`config.mk`:
```
export PLATFORM = sky130hd
export DESIGN_NAME = exam_1_alu_seq
export DESIGN_NICKNAME = d
export VERILOG_FILES = /design/src/rtl/exam_1_alu_pkg.sv /design/src/rtl/exam_1_mul_seq.sv /design/src/rtl/exam_1_alu_seq.sv
export SDC_FILE = /design/constraint.sdc
export NUM_CORES = 1
export LEC_CHECK = 0
export ABC_AREA = 1
export BUFFER_PORTS_ARGS = -buffer_cell sky130_fd_sc_hd__buf_2
export CAP_MARGIN = 0
export CORE_MARGIN = 5
export CORE_UTILIZATION = 52
export CTS_CLUSTER_SIZE = 30
export DETAILED_ROUTE_END_ITERATION = 16
export PLACE_DENSITY = 0.84
export SLEW_MARGIN = 15
export SYNTH_ARGS = -nofsm -noshare
export SYNTH_HDL_FRONTEND = slang
export SYNTH_SLANG_ARGS = --single-unit
```
`constraint.sdc`:
```
create_clock -name clk -period 1.6 [get_ports clk]
set_clock_uncertainty 0.05 [all_clocks]
set_input_delay 0.24 -clock clk [delete_from_list [all_inputs] [get_ports clk]]
set_output_delay 0.24 -clock clk [all_outputs]
set_load 0.05 [all_outputs]
```
`src/rtl/exam_1_alu_pkg.sv`:
```
// Shared definitions for the sequential exam_1 ALU: opcodes, FSM encoding
// and the result returned for unsupported select codes.
package exam_1_alu_pkg;

    localparam logic [2:0] OP_ADD = 3'd0;
    localparam logic [2:0] OP_AND = 3'd1;
    localparam logic [2:0] OP_MUL = 3'd2;

    localparam int DEFAULT_VAL = 5;

    typedef enum logic [1:0] {
        IDLE = 2'd0,
        MUL  = 2'd1,
        DONE = 2'd2
    } state_t;

    // Select codes 3..7 all fall through to the default result.
    function automatic logic is_default_op(input logic [2:0] sel);
        return (sel != OP_ADD) && (sel != OP_AND) && (sel != OP_MUL);
    endfunction

endpackage

```
`src/rtl/exam_1_mul_seq.sv`:
```
// Shift-add unsigned multiplier: always runs exactly WIDTH iterations after
// start, and flags the final iteration so the caller can capture prod.
module exam_1_mul_seq
    import exam_1_alu_pkg::*;
#(
    parameter int WIDTH = 4
) (
    input  logic               clk,
    input  logic               rst,
    input  logic               start,
    input  logic [WIDTH-1:0]   mcand_in,
    input  logic [WIDTH-1:0]   mplier_in,
    output logic               done,
    output logic [2*WIDTH-1:0] prod
);

    localparam int CNT_W = $clog2(WIDTH + 1);
    localparam logic [CNT_W-1:0] LAST = CNT_W'(WIDTH - 1);

    logic               busy;
    logic [2*WIDTH-1:0] acc;
    logic [2*WIDTH-1:0] mcand;
    logic [WIDTH-1:0]   mplier;
    logic [CNT_W-1:0]   cnt;
    logic [2*WIDTH-1:0] acc_next;

    // prod is the accumulator value the current iteration will produce, so
    // the caller can latch the full product on the last iteration edge.
    assign acc_next = acc + (mplier[0] ? mcand : '0);
    assign done     = busy && (cnt == LAST);
    assign prod     = acc_next;

    always_ff @(posedge clk or posedge rst) begin
        if (rst) begin
            busy   <= 1'b0;
            acc    <= '0;
            mcand  <= '0;
            mplier <= '0;
            cnt    <= '0;
        end else if (start) begin
            busy   <= 1'b1;
            acc    <= '0;
            mcand  <= {{WIDTH{1'b0}}, mcand_in};
            mplier <= mplier_in;
            cnt    <= '0;
        end else if (busy) begin
            acc    <= acc_next;
            mcand  <= mcand << 1;
            mplier <= mplier >> 1;
            cnt    <= cnt + 1'b1;
            if (cnt == LAST) begin
                busy <= 1'b0;
            end
        end
    end

endmodule

```
`src/rtl/exam_1_alu_seq.sv`:
```
// Handshaked ALU responder: ADD/AND/DEFAULT answer one edge after accept,
// MUL goes through the WIDTH-cycle shift-add unit before reaching DONE.
module exam_1_alu_seq
    import exam_1_alu_pkg::*;
#(
    parameter int WIDTH       = 4,
    parameter int DEFAULT_VAL = exam_1_alu_pkg::DEFAULT_VAL
) (
    input  logic               clk,
    input  logic               rst,
    input  logic               in_valid,
    output logic               in_ready,
    input  logic [2:0]         select,
    input  logic [WIDTH-1:0]   X,
    input  logic [WIDTH-1:0]   Y,
    output logic               out_valid,
    input  logic               out_ready,
    output logic [2*WIDTH-1:0] out
);

    state_t             state;
    logic               accept;
    logic               mul_start;
    logic               mul_done;
    logic [2*WIDTH-1:0] mul_prod;

    function automatic logic [2*WIDTH-1:0] fast_result(
        input logic [2:0]       sel,
        input logic [WIDTH-1:0] a,
        input logic [WIDTH-1:0] b
    );
        logic [2*WIDTH-1:0] r;
        r = (2*WIDTH)'(DEFAULT_VAL);
        if (!is_default_op(sel)) begin
            if (sel == OP_ADD) begin
                r = {{WIDTH{1'b0}}, a} + {{WIDTH{1'b0}}, b};
            end else if (sel == OP_AND) begin
                r = {{WIDTH{1'b1}}, a & b};
            end
        end
        return r;
    endfunction

    assign in_ready  = (state == IDLE);
    assign out_valid = (state == DONE);
    assign accept    = in_valid && in_ready;
    assign mul_start = accept && (select == OP_MUL);

    exam_1_mul_seq #(
        .WIDTH(WIDTH)
    ) u_mul (
        .clk      (clk),
        .rst      (rst),
        .start    (mul_start),
        .mcand_in (X),
        .mplier_in(Y),
        .done     (mul_done),
        .prod     (mul_prod)
    );

    always_ff @(posedge clk or posedge rst) begin
        if (rst) begin
            state <= IDLE;
            out   <= '0;
        end else begin
            case (state)
                IDLE: begin
                    if (accept) begin
                        if (select == OP_MUL) begin
                            state <= MUL;
                        end else begin
                            out   <= fast_result(select, X, Y);
                            state <= DONE;
                        end
                    end
                end
                MUL: begin
                    if (mul_done) begin
                        out   <= mul_prod;
                        state <= DONE;
                    end
                end
                DONE: begin
                    // out stays put after the handshake until the next load.
                    if (out_ready) begin
                        state <= IDLE;
                    end
                end
                default: state <= IDLE;
            endcase
        end
    end

endmodule

```
## Yosys cells after proc, flatten, opt, wreduce, memory -nomap -nowiden

Index checks and enable logic that the tools add are counted.

| cells by class | value |
|---|---|
| $add $sub $neg | 3 |
| equality and inequality tests | 11 |
| shift operators | 0 |
| $mul | 0 |
| muxes and demuxes | 24 |
| bitwise logic cells | 1 |
| div/mod/pow operators | 0 |
| reduce and logical (&&, ||, !) cells | 12 |
| $lt $le $gt $ge | 0 |

Operators with widths:

| cell | number |
|---|---|
| $mux W8 | 11 |
| $pmux W8 S2 | 1 |
| $add A8 B8 Y8 | 1 |
| $mux W2 | 4 |
| $mux W4 | 2 |
| $eq A3 B2 Y1 const B | 2 |
| $mux W3 | 2 |
| $pmux W2 S3 | 1 |
| $add A4 B4 Y5 | 1 |
| $logic_and A1 B1 Y1 | 5 |
| $and A4 B4 Y4 | 1 |
| $ne A2 B1 Y1 const B | 2 |
| $ne A2 B2 Y1 const B | 2 |
| $reduce_and A4 Y1 | 1 |
| $reduce_bool A2 Y1 | 2 |
| $add A3 B1 Y3 const B | 1 |
| $eq A3 B1 Y1 const B | 1 |
| $logic_not A3 Y1 | 1 |
| $mux W1 | 3 |
| $ne A3 B1 Y1 const B | 1 |
| $ne A3 B2 Y1 const B | 1 |
| $reduce_and A3 Y1 | 1 |
| $reduce_bool A3 Y1 | 1 |
| $eq A2 B1 Y1 const B | 1 |
| 2 further kinds | 2 |

| storage, ports and cells | value |
|---|---|
| ROM bits | 0 |
| input bits | 15 |
| latch bits | 0 |
| memories kept | 0 |
| memory bits (writable) | 0 |
| bits in registers | 34 |
| output and inout port bits | 10 |

## Logic depth before layout (Yosys ltp)

| logic depth | value |
|---|---|
| depth after elaboration | 7 |
| gate-level depth with buffers | 12 |
| mapped depth without buffers | 11 |

## Cells and area by module

A second synthesis with hierarchy kept.

| unflattened totals | value |
|---|---|
| cells, all modules | 279 |
| area, all modules | 2,152.1 um^2 |

By module, submodules not included:

| module | times used | cells each | seq. area each (um^2) | area each (um^2) |
|---|---|---|---|---|
| exam_1_mul_seq | 1 | 166 | 600.6 | 1,392.6 |
| exam_1_alu_seq | 1 | 113 | 250.2 | 759.5 |

## Worst setup path before layout

OpenSTA, ideal clock, no wires.

| path | value |
|---|---|
| kind | register to register |
| from | register u_mul.mplier[0] |
| to | register out[4] |
| required time | 1.432 ns |
| cell stages (with the launch flop) | 12 |
| library setup time | 0.118 ns |
| buffers on the path | 1 |
| arrival | 1.603 ns |
| clock period less this slack | 1.771 ns |
| slack | -0.171 ns |
| cells stage by stage | dfrtp_1 > buf_2 > nand2_1 > inv_1 > ha_1 > fa_1 > nand2_1 > nand2_1 > xor2_1 > nand2_1 > nand3_1 > nand2_1 |

| between the ends | value |
|---|---|
| cells in the longest elaborated chain, start to end | 4 |

RTL lines:

| element | RTL line | text |
|---|---|---|
| start: declaration | exam_1_mul_seq.sv:23 | `logic [WIDTH-1:0] mplier;` |
| start signal: assignment | exam_1_mul_seq.sv:44 | `mplier <= mplier_in;` |
| start signal: assignment | exam_1_mul_seq.sv:49 | `mplier <= mplier >> 1;` |
| $mux W8 | exam_1_mul_seq.sv:29 | `assign acc_next = acc + (mplier[0] ? mcand : '0);` |
| $add A8 B8 Y8 | exam_1_mul_seq.sv:29 |  |
| $mux W8 | exam_1_alu_seq.sv:78 | `if (mul_done) begin` |
| $pmux W8 S2 | exam_1_alu_seq.sv:66 | `case (state)` |
| end signal: assignment | exam_1_alu_seq.sv:72 | `out <= fast_result(select, X, Y);` |
| end signal: assignment | exam_1_alu_seq.sv:79 | `out <= mul_prod;` |
| end: declaration | exam_1_alu_seq.sv:18 | `output logic [2*WIDTH-1:0] out` |

No other way between the ends. The select of a mux whose other input is x is not followed.
A chain may end at the register's enable or synchronous reset.

## Worst setup path after layout

Same ends and word-level chain as after synthesis.

==> results.md <==
* Final ANT Viol Nets at 0
* Syn_area_per_cell at 7.52 um2
* Crit path cell chain: buf_6 -> nand2_1 -> inv_1 -> ha_4 -> nand2_1 -> inv_2 -> nand2_2 -> nand2_2 -> xor2_2 -> nand2_1 -> nand3_1 -> nand2_1
* Main synth FF type: dfrtp_1
* Post-Layout Cell Count at between 300 and 400
* # IOs at 25
* Power per cell area at 1700 nW/um2
* Worst EP required at between 1.5 and 2 ns
* WP data arrival at ~1.9 ns
* Initial antenna violation count at 0
* HPWL Detailed at approximately 3700 um
* Library cells used by synthesis at 32
* Hold Path Class: in2reg
* Starting DRT DRC Count at 80
* Clock tree buffer depth at 2
* Layout cell share with drive strength beyond 1 at 33.3%
* Post-synth EDFFs at 0
* Top delay family on crit path: simple AND/OR/NAND/NOR gates
* Area Growth Syn to Fin at 29.6%
* CTS root buf: clkbuf_8
* Outcome: finished with violations
* TritonCTS sink count at 34
* Vias at between 1,500 and 2,000
* CP peak stage delay at approximately 0.41 ns
* H-tree depth at 2
* DIE HEIGHT at ~74 um
* Post-layout min period at approximately 1.8 ns
* Ant. Diodes at 0
* Pin count of the biggest net entering global routing at 35
* Total Nets Final at about 360
* Post-Place Cells at around 370
* Mapped Cells at around 280
* Worst r2r dst: out[4]
* CP startpoint kind: flip-flop
* DRC at 0
* Routed len/inst at 13.9 um
* Nets in the synthesized netlist at approximately 310
* Reg-to-Reg Start: u_mul.mplier[0]
* R2R setup slack at -0.17 ns
* Slew headroom at a little under three quarters
* GPL Wtd Cong at 0.848
* F_max at 565 MHz
* Worst Hold Launch: out_ready
* Crit-path slowest cell: dfrtp_1
* Clock slew at reported path FFs at approximately 0.070 ns
* YS warnings at 0
* TritonCTS Buffers at 5
* Die ar. at approximately 5500 um2
* Fin crit share at 111%
* Wire length of the first global-routing pass at roughly 8800 um
* #FFs+latches synth at 34
* DR vias/cell at approximately 5.1
* Number of port buffers at 24
* Setup crit end kind: flip-flop
* Sequential area share after synthesis at 39.8%
* Asr flop ratio synth at 100%
* Bufs and invs on worst path at 3
* Most used cell, CP: nand2_1
* Final hold vios at 0
* Hold Path End: state[1]
* TritonCTS clock tree: done
* Final WL at 5340 um
* Final Max Tran Viols at 0
* Total GRT Usage at about a fifth
* Max-Cap Viols at 0
* VDD IR max at about 1600 uV
* Crit-path max FO at 4
* Worst-Margin Slew at roughly 0.43 ns
* Total congestion overflow at 0
* Area of the mapped netlist at around 2100 um2
* P_leak at ~1.4 nW
* Setup WS post-layout at -0.170 ns
* Initial core utilization at around 53%
* Core area at 4000 um2
* Number of global-route vias before repair at 1,961
* Die W at around 74 um
* Kind of critical path: reg2reg
* R2R cell count at 12
* Drt pass-1 iters at 4
* # setup viols final at 11
* RSZ-0062 raised after global routing: true
* Failing checks: negative setup slack
* Hold Path Depth at 2
* Row cnt at 23
* Skew-Pair Late Insertion Delay at just under 0.3 ns
* Post-Place Worst Slack at -0.210 ns
==> metrics by stage <==
| stage | power [mW] | util (%) | TNS (ns) | area [um2] | hold slack, ns |
|---|---|---|---|---|---|
| finish | 4.70 | 69.2 | -1.12 | 2770 | 0.0636 |
| global route | 5.00 | 69.2 | -2.28 | 2770 | 0.0675 |
| CTS | 4.48 | 66.1 | -1.02 | 2650 | 0.0563 |
| detailed placement | 3.63 | 60.2 | -1.38 | 2410 | 0.310 |
| global placement | 3.54 | 60.2 | -0.731 | 2410 | 0.304 |
| floorplan | 3.09 | - | -0.102 | 2170 | 0.276 |
==> synthesized netlist by cell type (3+ instances only) <==
cell type  count  area, um2
ha_1          13        163
o21ai_1        3       15.0
nand2_1       95        357
nor2_1        10       37.5
dfrtp_1       34        851
inv_1         51        191
nor2_2         4       25.0
o211ai_1       6       45.0
nand3_1       20        100
o21ai_0       13       65.1
a21oi_1        7       35.0
o22ai_1        4       25.0
==> worst register-to-register path, stage by stage (launching register included) <==
cell and delay, ns:
dfrtp_1 0.41, buf_6 0.14, nand2_1 0.05, inv_1 0.06, ha_4 0.28, nand2_1 0.06
inv_2 0.08, nand2_2 0.07, nand2_2 0.08, xor2_2 0.17, nand2_1 0.09, nand3_1 0.09
nand2_1 0.05
==> cell usage in the layout (no fill, tap or decap), types with 3 or more instances in the layout <==
cell and n:
o211ai_1 6, inv_1 42, dfrtp_1 34, o22ai_1 4, o21ai_1 6, nor2_1 7
buf_4 17, ha_1 4, nand2_1 82, nand3_1 14, nor2_4 3, nand3_2 6
clkbuf_8 6, buf_2 23, nor2_2 5, nand2_2 14, a21oi_1 5, o21ai_0 8
inv_2 10, ha_4 7
==> registers in the layout (all words and copies together) (netlist names) <==
signal,flops
out,8
u_mul.acc,8
u_mul.mcand,8
u_mul.mplier,4
u_mul.cnt,3
state,2
u_mul.busy,1
==> layout make-up <==
class | instances | area [um2]
fill | 298 | 1230
tap | 50 | 62.6
clock buffer | 7 | 86.3
multi-input combinational | 194 | 1280
clock inverter | 1 | 5.00
sequential | 34 | 851
inverter | 53 | 201
timing repair buffer | 44 | 283
==> power by group <==
group | switching (mW) | internal (mW)
clock network | 0.315 | 0.347
logic | 1.63 | 0.910
registers | 0.281 | 1.22
total | 2.22 | 2.47
==> repair_timing <==
item                                    CTS  global route
resized for setup                        29            25
setup buffers                             4             5
pin swaps                                17            15
endpoints found under the setup margin   11            15
hold buffers                              1             0
endpoints found under the hold margin    15             0
==> cells by family after synthesis <==
logic type               synth area share (%)
AND/OR/NAND/NOR                          28.8
buffers and inverters                    10.5
AO/OA/AOI/OAI                            10.1
flip-flops                               39.8
adder cells (fa/ha/maj)                  9.49
XOR/XNOR                                 1.23
==> layer usage <==
metal,wire (um),track usage [%],vias to the layer above
met5,0,0,-
met4,110,6.44,0
met1,2350,26.3,905
met2,2640,35.7,63
li1,-,-,991
met3,234,4.32,12
==> how the worst max path moves through the flow <==
stage	start	end	slack [ns]	cells past startpoint
global placement	u_mul.mplier[0]	out[4]	-0.15	10
global route	u_mul.mplier[0]	out[4]	-0.29	12
floorplan	u_mul.mplier[0]	out[4]	-0.08	11
detailed placement	u_mul.mplier[0]	out[4]	-0.21	10
CTS	u_mul.mplier[0]	out[4]	-0.20	10
finish	u_mul.mplier[0]	out[4]	-0.17	12
Note: power is estimated with default switching activity, not from simulation.
